**src/rtl/draw_obj_fall_ctl.sv**
```systemverilog
// draw_obj_fall_ctl: mouse-follow / click-to-drop gravity position controller, floor rebound when DRAW_OBJ_BOUNCE_EN is defined
module draw_obj_fall_ctl #(
  parameter int XY_W     = 12,
  parameter int SCREEN_H = 600,
  parameter int OBJ_H    = 64,
  parameter int TICK_DIV = 650000,
  parameter int ACCEL    = 1,
  parameter int V_MAX    = 16
`ifdef DRAW_OBJ_BOUNCE_EN
  ,
  parameter int V_MIN    = 2,
  parameter int DAMP_SH  = 1
`endif
) (
  input  logic            clk,
  input  logic            rst,
  input  logic            mouse_left,
  input  logic            mouse_right,
  input  logic [XY_W-1:0] mouse_xpos,
  input  logic [XY_W-1:0] mouse_ypos,
  output logic [XY_W-1:0] xpos,
  output logic [XY_W-1:0] ypos,
  output logic            falling,
  output logic            at_floor
);
  localparam int VW = $clog2(V_MAX + 1);
  localparam int CW = $clog2(TICK_DIV);
  localparam logic [XY_W-1:0] FLOOR_Y = XY_W'(SCREEN_H - OBJ_H);
  typedef enum logic [1:0] {FOLLOW, FALL, RISE, REST} state_t;
  state_t state_q, state_d;
  logic [XY_W-1:0] xpos_q, xpos_d, ypos_q, ypos_d;
  logic [VW-1:0] vel_q, vel_d, nv;
  logic [VW:0] inc;
  logic [XY_W:0] sum;
  logic [CW-1:0] cnt_q, cnt_d;
  logic left_q, right_q, falling_q, at_floor_q, l_edge, r_edge, tick, hit;
`ifdef DRAW_OBJ_BOUNCE_EN
  logic [VW-1:0] vr;
`endif
  assign xpos = xpos_q;
  assign ypos = ypos_q;
  assign falling = falling_q;
  assign at_floor = at_floor_q;
  always_comb begin
    l_edge = mouse_left & ~left_q;
    r_edge = mouse_right & ~right_q;
    tick = cnt_q == CW'(TICK_DIV - 1);
    inc = {1'b0, vel_q} + (VW+1)'(ACCEL);
    nv = inc > (VW+1)'(V_MAX) ? VW'(V_MAX) : inc[VW-1:0];
    sum = {1'b0, ypos_q} + (XY_W+1)'(nv);
    hit = sum >= {1'b0, FLOOR_Y};
`ifdef DRAW_OBJ_BOUNCE_EN
    vr = nv - (nv >> DAMP_SH);
`endif
    state_d = state_q;
    xpos_d = xpos_q;
    ypos_d = ypos_q;
    vel_d = vel_q;
    case (state_q)
      FOLLOW: if (l_edge && !r_edge) begin
        state_d = FALL;
        vel_d = '0;
      end else begin
        xpos_d = mouse_xpos;
        ypos_d = mouse_ypos > FLOOR_Y ? FLOOR_Y : mouse_ypos;
      end
      FALL: if (tick) begin
        vel_d = nv;
        ypos_d = hit ? FLOOR_Y : sum[XY_W-1:0];
        if (hit) begin
`ifdef DRAW_OBJ_BOUNCE_EN
          state_d = vr < VW'(V_MIN) ? REST : RISE;
          vel_d = vr < VW'(V_MIN) ? '0 : vr;
`else
          state_d = REST;
          vel_d = '0;
`endif
        end
      end
`ifdef DRAW_OBJ_BOUNCE_EN
      RISE: if (tick) begin
        if (XY_W'(vel_q) > ypos_q) begin
          ypos_d = '0;
          vel_d = '0;
          state_d = FALL;
        end else begin
          ypos_d = ypos_q - XY_W'(vel_q);
          vel_d = vel_q <= VW'(ACCEL) ? '0 : vel_q - VW'(ACCEL);
          state_d = vel_q <= VW'(ACCEL) ? FALL : RISE;
        end
      end
`endif
      REST: begin
        ypos_d = FLOOR_Y;
        vel_d = '0;
      end
      default: state_d = FOLLOW;
    endcase
    if (r_edge) begin
      state_d = FOLLOW;
      vel_d = '0;
    end
    cnt_d = (state_d != state_q || tick) ? '0 : cnt_q + CW'(1);
  end
  always_ff @(posedge clk or negedge rst)
    if (!rst) begin
      state_q <= FOLLOW;
      xpos_q <= '0;
      ypos_q <= '0;
      vel_q <= '0;
      cnt_q <= '0;
      left_q <= 1'b0;
      right_q <= 1'b0;
      falling_q <= 1'b0;
      at_floor_q <= 1'b0;
    end else begin
      state_q <= state_d;
      xpos_q <= xpos_d;
      ypos_q <= ypos_d;
      vel_q <= vel_d;
      cnt_q <= cnt_d;
      left_q <= mouse_left;
      right_q <= mouse_right;
      falling_q <= state_d == FALL || state_d == RISE;
      at_floor_q <= state_d == REST;
    end
endmodule

```
**config.mk**
```make
export PLATFORM = sky130hd
export DESIGN_NAME = draw_obj_fall_ctl
export DESIGN_NICKNAME = d
export VERILOG_FILES = /design/src/rtl/draw_obj_fall_ctl.sv
export SDC_FILE = /design/constraint.sdc
export NUM_CORES = 1
export LEC_CHECK = 0
export ABC_AREA = 1
export CORE_MARGIN = 2
export CORE_UTILIZATION = 35
export CTS_CLUSTER_SIZE = 30
export DETAILED_ROUTE_END_ITERATION = 12
export SLEW_MARGIN = 20
export SYNTH_ARGS = -nofsm -noshare
export SYNTH_HDL_FRONTEND = slang
export SYNTH_SLANG_ARGS = --single-unit
```
**constraint.sdc**
```tcl
create_clock -name clk -period 4.1 [get_ports clk]
set_clock_uncertainty 0.2 [all_clocks]
set_input_delay 1.23 -clock clk [delete_from_list [all_inputs] [get_ports clk]]
set_output_delay 1.23 -clock clk [all_outputs]
set_load 0.02 [all_outputs]
```
---- Word-level counts from Yosys, hierarchy flattened ----
Index checks and enable logic that the tools add are counted.
storage, ports and cells
  flip-flop bits (word level) ............. 55
  output and inout port bits .............. 26
  bits of input ports ..................... 28
  logic and storage cells ................. 58
operators by class
  $add $sub $neg .......................... 3
  bitwise logic cells ..................... 5
  muxes and demuxes ....................... 17
  reductions and logical operators ........ 10
  eq/ne operators ......................... 11
  $lt $le $gt $ge ......................... 3
operators with widths
  operator                                                                           count
  12-bit two-way mux                                                                 4
  12-bit one-hot mux with 3 select lines                                             1
  5-bit two-way mux                                                                  5
  20-bit by 1-bit adder with 20-bit output, second input constant                    1
  20-bit == test, second input constant                                              1
  20-bit two-way mux                                                                 1
  5-bit one-hot mux with 3 select lines                                              1
  12-bit by 5-bit adder with 13-bit output                                           1
  13-bit by 10-bit >= comparator with 1-bit output, second input constant            1
  12-bit by 10-bit greater-than comparator with 1-bit output, second input constant  1
  2-bit two-way mux                                                                  4
  5-bit by 1-bit adder with 6-bit output, second input constant                      1
  2-bit == test, second input constant                                               3
  6-bit by 5-bit greater-than comparator with 1-bit output, second input constant    1
  3-bit inequality test, second input constant                                       2
  2-bit one-hot mux with 3 select lines                                              1
  3-bit AND reduction                                                                2
  2-bit by 1-bit == test with 1-bit output, second input constant                    2
  2-bit inequality test, second input constant                                       2
  4-bit nonzero test                                                                 1
  1-bit inverter                                                                     3
  3-bit nonzero test                                                                 1
  1-bit bitwise AND                                                                  2
  2-bit zero test                                                                    1
  5 further kinds                                                                    6

---- Depth between registers and ports, before layout ----
  word-level depth ........................ 12
  gate-level depth with buffers ........... 27
  mapped depth without buffers ............ 27

---- Worst setup path after synthesis ----
Ideal clock, no wire load.
  path kind ............................... register to register
  start point ............................. register vel_q[0]
  end point ............................... register falling_q, in the netlist falling
  data arrival time ....................... 2.835 ns
  slack ................................... 0.939 ns
  data required time ...................... 3.774 ns
  cell stages (with the launch flop) ...... 27
  setup time .............................. 0.126 ns
  clock period less this slack ............ 3.161 ns
  path buffers ............................ 0
  cells stage by stage .................... dfrtp_1 > ha_1 > inv_1 > nand2_1 > nand2_2 > nor2_2 > nand3_1 > nand2_2 > inv_1 > nor2_1 > ha_1 > fa_1 > nand2_1 > inv_1 > nand2_2 > nand2_2 > nand2_2 > nand2_1 > nand2_1 > nand2_1 > nor2_1 > nand2_1 > nand2_2 > nand3_2 > nand2_1 > inv_1 > ha_1
between the ends
  cells in the longest elaborated chain, start to end .. 11
  elaborated cells between the ends (all ways) .. 12
  those cells by class .................... 2 x add/sub; 2 x order compare; 2 x eq/ne; 5 x mux; 1 x reduce/logical
RTL lines
  what                                                                       RTL line  text
  from (decl)                                                                32        logic [VW-1:0] vel_q, vel_d, nv;
  from (signal assigned)                                                     120       vel_q <= vel_d;
  5-bit by 1-bit adder with 6-bit output *                                   48        inc = {1'b0, vel_q} + (VW+1)'(ACCEL);
  6-bit by 5-bit greater-than comparator with 1-bit output                   49        nv = inc > (VW+1)'(V_MAX) ? VW'(V_MAX) : inc[VW-1:0];
  5-bit two-way mux *                                                        49
  12-bit by 5-bit adder with 13-bit output *                                 50        sum = {1'b0, ypos_q} + (XY_W+1)'(nv);
  13-bit by 10-bit >= comparator with 1-bit output *                         51        hit = sum >= {1'b0, FLOOR_Y};
  2-bit two-way mux *                                                        70        if (hit) begin
  2-bit two-way mux *                                                        67        FALL: if (tick) begin
  2-bit one-hot mux with 3 select lines *                                    59        case (state_q)
  2-bit two-way mux *                                                        99        if (r_edge) begin
  named net state_d[1]                                                       30        state_t state_q, state_d;
  2-bit by 1-bit == test with 1-bit output or 2-bit == test (tied branches)  124       falling_q <= state_d == FALL || state_d == RISE;
  1-bit logical OR *                                                         124
  to (signal assigned)                                                       114       falling_q <= 1'b0;
  to (signal assigned)                                                       124
  to (decl)                                                                  36        logic left_q, right_q, falling_q, at_floor_q, l_edge, r_edge, tick, hit;
The timed path passes the listed nets; every way through them passes the cells marked *.
A chain may end at the register's enable or synchronous reset.

---- Worst setup path after layout ----
  start point ............................. register vel_q[0]
  end point ............................... register vel_q[2]
between the ends
  cells in the longest elaborated chain, start to end .. 9
RTL lines
  what                                                      RTL line
  5-bit by 1-bit adder with 6-bit output *                  48
  6-bit by 5-bit greater-than comparator with 1-bit output  49
  5-bit two-way mux *                                       49
  12-bit by 5-bit adder with 13-bit output                  50
  13-bit by 10-bit >= comparator with 1-bit output          51
  5-bit two-way mux *                                       70
  5-bit two-way mux *                                       67
  5-bit one-hot mux with 3 select lines *                   59
  5-bit two-way mux *                                       99
Every way passes the cells marked *; elsewhere a longest branch is shown, timed or not. The select of a mux whose other input is x is not followed.

==> impl_metrics.csv <==
group,metric,value,unit
outcome,status,"completed",
placement,placedCellCount,555,
sta,rsz0062_at_grt,"false",
clocking,clkSinkCount,55,
clocking,cts_buffer_depth,2,
logic_synthesis,ys.flop_type,"dfrtp_1",
clocking,root_buffer,"clkbuf_8",
finish,fin_nets,488,
floorplanning,rows,35,
floorplanning,start_util,0.354,
sta,tightest_slew,0.461,ns
critical_path,worstPathRequired,4.14,ns
detailed_routing,drtPass1Iterations,4,
detailed_routing,routed_wl,7160,um
finish,stdcell_count,563,
floorplanning,fp.coreArea,9110,um^2
critical_path,startpoint_type,"flop",
clocking,cts_tree,"built",
critical_path,arrival,3.58,ns
sta,finalSetupTns,0,ns
floorplanning,die_y,100,um
clocking,numCtsBuffers,5,
pwr,p_leak,1.84,nW
detailed_routing,postRouteAntennaNets,0,
clocking,clkTransAtPathRegs,0.10,ns
detailed_routing,dr.first_iter.drc_count,91,
logic_synthesis,synth_seq_cells,55,
pwr,p_clk_frac,0.236,
pwr,netSwitchingFraction,0.344,
sta,setup_viol,0,
sta,slew_viol_final,0,
sta,finalHoldViolations,0,
clocking,post_cts_buffers,0,
pwr,power.density,395,nW/um^2
sta,period_needed,3.53,ns
logic_synthesis,avgSynthCellArea,8.23,um^2
pwr,ir_drop,0.000180,V
floorplanning,dieWidth,100,um
sta,fmax,283,MHz
detailed_routing,vias,2710,
clocking,htreeDepth,2,
critical_path,critical_path_class,"reg2reg",
finish,final_util,0.440,
critical_path,worst-path-max-fanout,7,
pwr,p_total,1.58,mW
logic_synthesis,yosysWarnings,0,
global_routing,grt_pass1_vias,2584,
logic_synthesis,yosysSeqAreaShare,0.427,
job,maxCapViolations,0,
floorplanning,pin_count,54,
global_routing,grtUsageTotal,0.148,
pwr,p_switching,0.544,mW
finish,n_antenna_cell,0,
global_routing,gr-total-overflow,0,
logic_synthesis,synth.net_count,429,
floorplanning,die-area,10000,um^2
placement,dp_hpwl,5550,um
clocking,ctsHoldBuffers,0,
pwr,pwr-share-seq,0.429,
critical_path,critPathCaptureType,"flop",
finish,syn_to_final_growth,24.1,%
sta,relSlewSlack,0.692,
sta,fin_crit_sh,0.862,
detailed_routing,viasPerCell,4.81,
worst_hold_path,hold_depth,1,
clocking,clkLatencyLatePin,0.31,ns
global_routing,antenna_found_initial,0,
logic_synthesis,syn_inst,392,
pwr,combPwrFrac,0.336,
global_routing,grt_pass1_wl,12000,um
logic_synthesis,synth_edf_count,0,
finish,drive_above_1_share,0.168,
global_routing,grt_max_degree,36,
detailed_routing,drcViolationCount,0,
critical_path,rr_worst_depth,26,
logic_synthesis,syn_area,3230,um^2
detailed_routing,routedWlPerCell,12.7,um
placement,port_buffers,53,
clocking,cts_repair_resize_count,0,
finish,nFillCells,886,
logic_synthesis,synth_cell_type_count,35,
pwr,p_int,1.04,mW
logic_synthesis,synthArstFlopShare,1.00,
placement,gp_congestion,0.853,
worst_hold_path,min_path_type,"reg2reg",
-- Yosys cell counts, types with 2 or more instances --
library cell   n  share of area
inv_2          3         0.0035
xor2_1        11          0.030
buf_6          2         0.0070
mux2_2        12          0.042
nor4_1         2         0.0039
nor2_2        22          0.043
inv_1         47          0.055
nor2_1        34          0.040
xnor2_1        6          0.016
nand2_1       79          0.092
o21ai_0        5         0.0078
nand4_1       10          0.019
clkbuf_1       2         0.0023
nand3_1       33          0.051
nor3_1         7          0.011
a21o_1         2         0.0047
nand3_2        5          0.016
ha_1           8          0.031
nand2_2       15          0.029
a31oi_1        7          0.014
dfrtp_1       55           0.43
a21oi_1       12          0.019
-- layout by cell type (no fill, tap or decap), types with 6 or more instances in the layout --
cell	count
mux2_2	12
xor2_1	11
nand2_1	79
dfrtp_1	55
a31oi_1	7
nor2_2	22
ha_1	8
a21oi_1	12
inv_1	47
clkbuf_8	6
nand4_1	10
nand3_1	33
nor2_1	34
nor3_1	7
clkdlybuf4s50_1	52
nand2_2	15
xnor2_1	6
-- cell type report --
type | instances | area, um^2 | area share
well taps | 111 | 139 | 0.0347
flip-flops and latches | 55 | 1380 | 0.344
inverters | 51 | 191 | 0.0478
repair buffers | 58 | 563 | 0.141
clock buffers | 6 | 82.6 | 0.0206
clock inverters | 2 | 35.0 | 0.00875
multi-input cells | 280 | 1620 | 0.404
-- per-layer routing --
| layer | track usage | share of wire | vias to the layer above |
|---|---|---|---|
| met1 | 0.189 | 0.46 | 1286 |
| met3 | 0.0244 | 0.028 | 2 |
| li1 | - | - | 1383 |
| met2 | 0.269 | 0.51 | 39 |
| met5 | 0 | 0 | - |
| met4 | 0.0232 | 0.0039 | 0 |
-- per-stage QoR --
step	setup slack (ns)	cell area, um^2	hold slack [ns]
global route	0.241	4010	0.293
floorplan	0.939	3230	0.242
global placement	0.587	3890	0.256
finish	0.565	4010	0.273
detailed placement	0.594	3890	0.261
CTS	0.576	4010	0.277
-- state kept, by name, indices dropped and copies added, names as in the netlist --
signal	count
state_q	2
xpos	12
ypos	12
falling	1
at_floor	1
left_q	1
vel_q	5
cnt_q	20
right_q	1
-- logic make-up after synthesis --
group / after synthesis / share of synthesized area
mux: 12 / 0.0419
flops: 55 / 0.427
simple gates: 213 / 0.325
compound gates: 29 / 0.0516
xor+xnor: 17 / 0.0461
buf+inv: 57 / 0.0721
fa+ha+maj: 9 / 0.0372
-- worst paths after layout --
path                                 startpoint              endpoint  slack (ns)
min                          cnt_q[0]$_DFF_PN0_    cnt_q[0]$_DFF_PN0_        0.27
max reg2reg                vel_q[0]$_DFFE_PN0P_  vel_q[2]$_DFFE_PN0P_        0.57
max                        vel_q[0]$_DFFE_PN0P_  vel_q[2]$_DFFE_PN0P_        0.57
min in group asynchronous                   rst   cnt_q[13]$_DFF_PN0_        0.67
min reg2reg                  cnt_q[0]$_DFF_PN0_    cnt_q[0]$_DFF_PN0_        0.27
max in group asynchronous                   rst   ypos[1]$_DFFE_PN0P_        2.23
-- worst max-delay path: stages (launching register included) --
cell and delay [ns]:
dfrtp_1 0.46, ha_1 0.27, inv_1 0.06, nand2_1 0.05
nand2_2 0.12, nor2_2 0.05, nand3_1 0.09, nand2_2 0.07
inv_1 0.07, nor2_1 0.06, ha_1 0.22, fa_1 0.42
nand2_1 0.09, inv_1 0.05, nand2_2 0.07, nand2_2 0.06
nand2_2 0.06, nand2_1 0.06, nand2_1 0.06, nand2_1 0.08
nor2_1 0.09, nand2_1 0.08, nand2_2 0.09, nand2_2 0.12
nor3_4 0.22, nand3_1 0.15, nand2_1 0.09
-- power by group through the flow --
stage | clock network [mW] | logic (mW) | registers, mW
2_1_floorplan | 0 | 0.273 | 0.735
3_3_place_gp | 0 | 0.531 | 0.688
3_5_place_dp | 0 | 0.534 | 0.688
4_1_cts | 0.389 | 0.536 | 0.678
5_1_grt | 0.410 | 0.587 | 0.689
6_report | 0.373 | 0.531 | 0.678
Power figures use the tool's default switching activity.
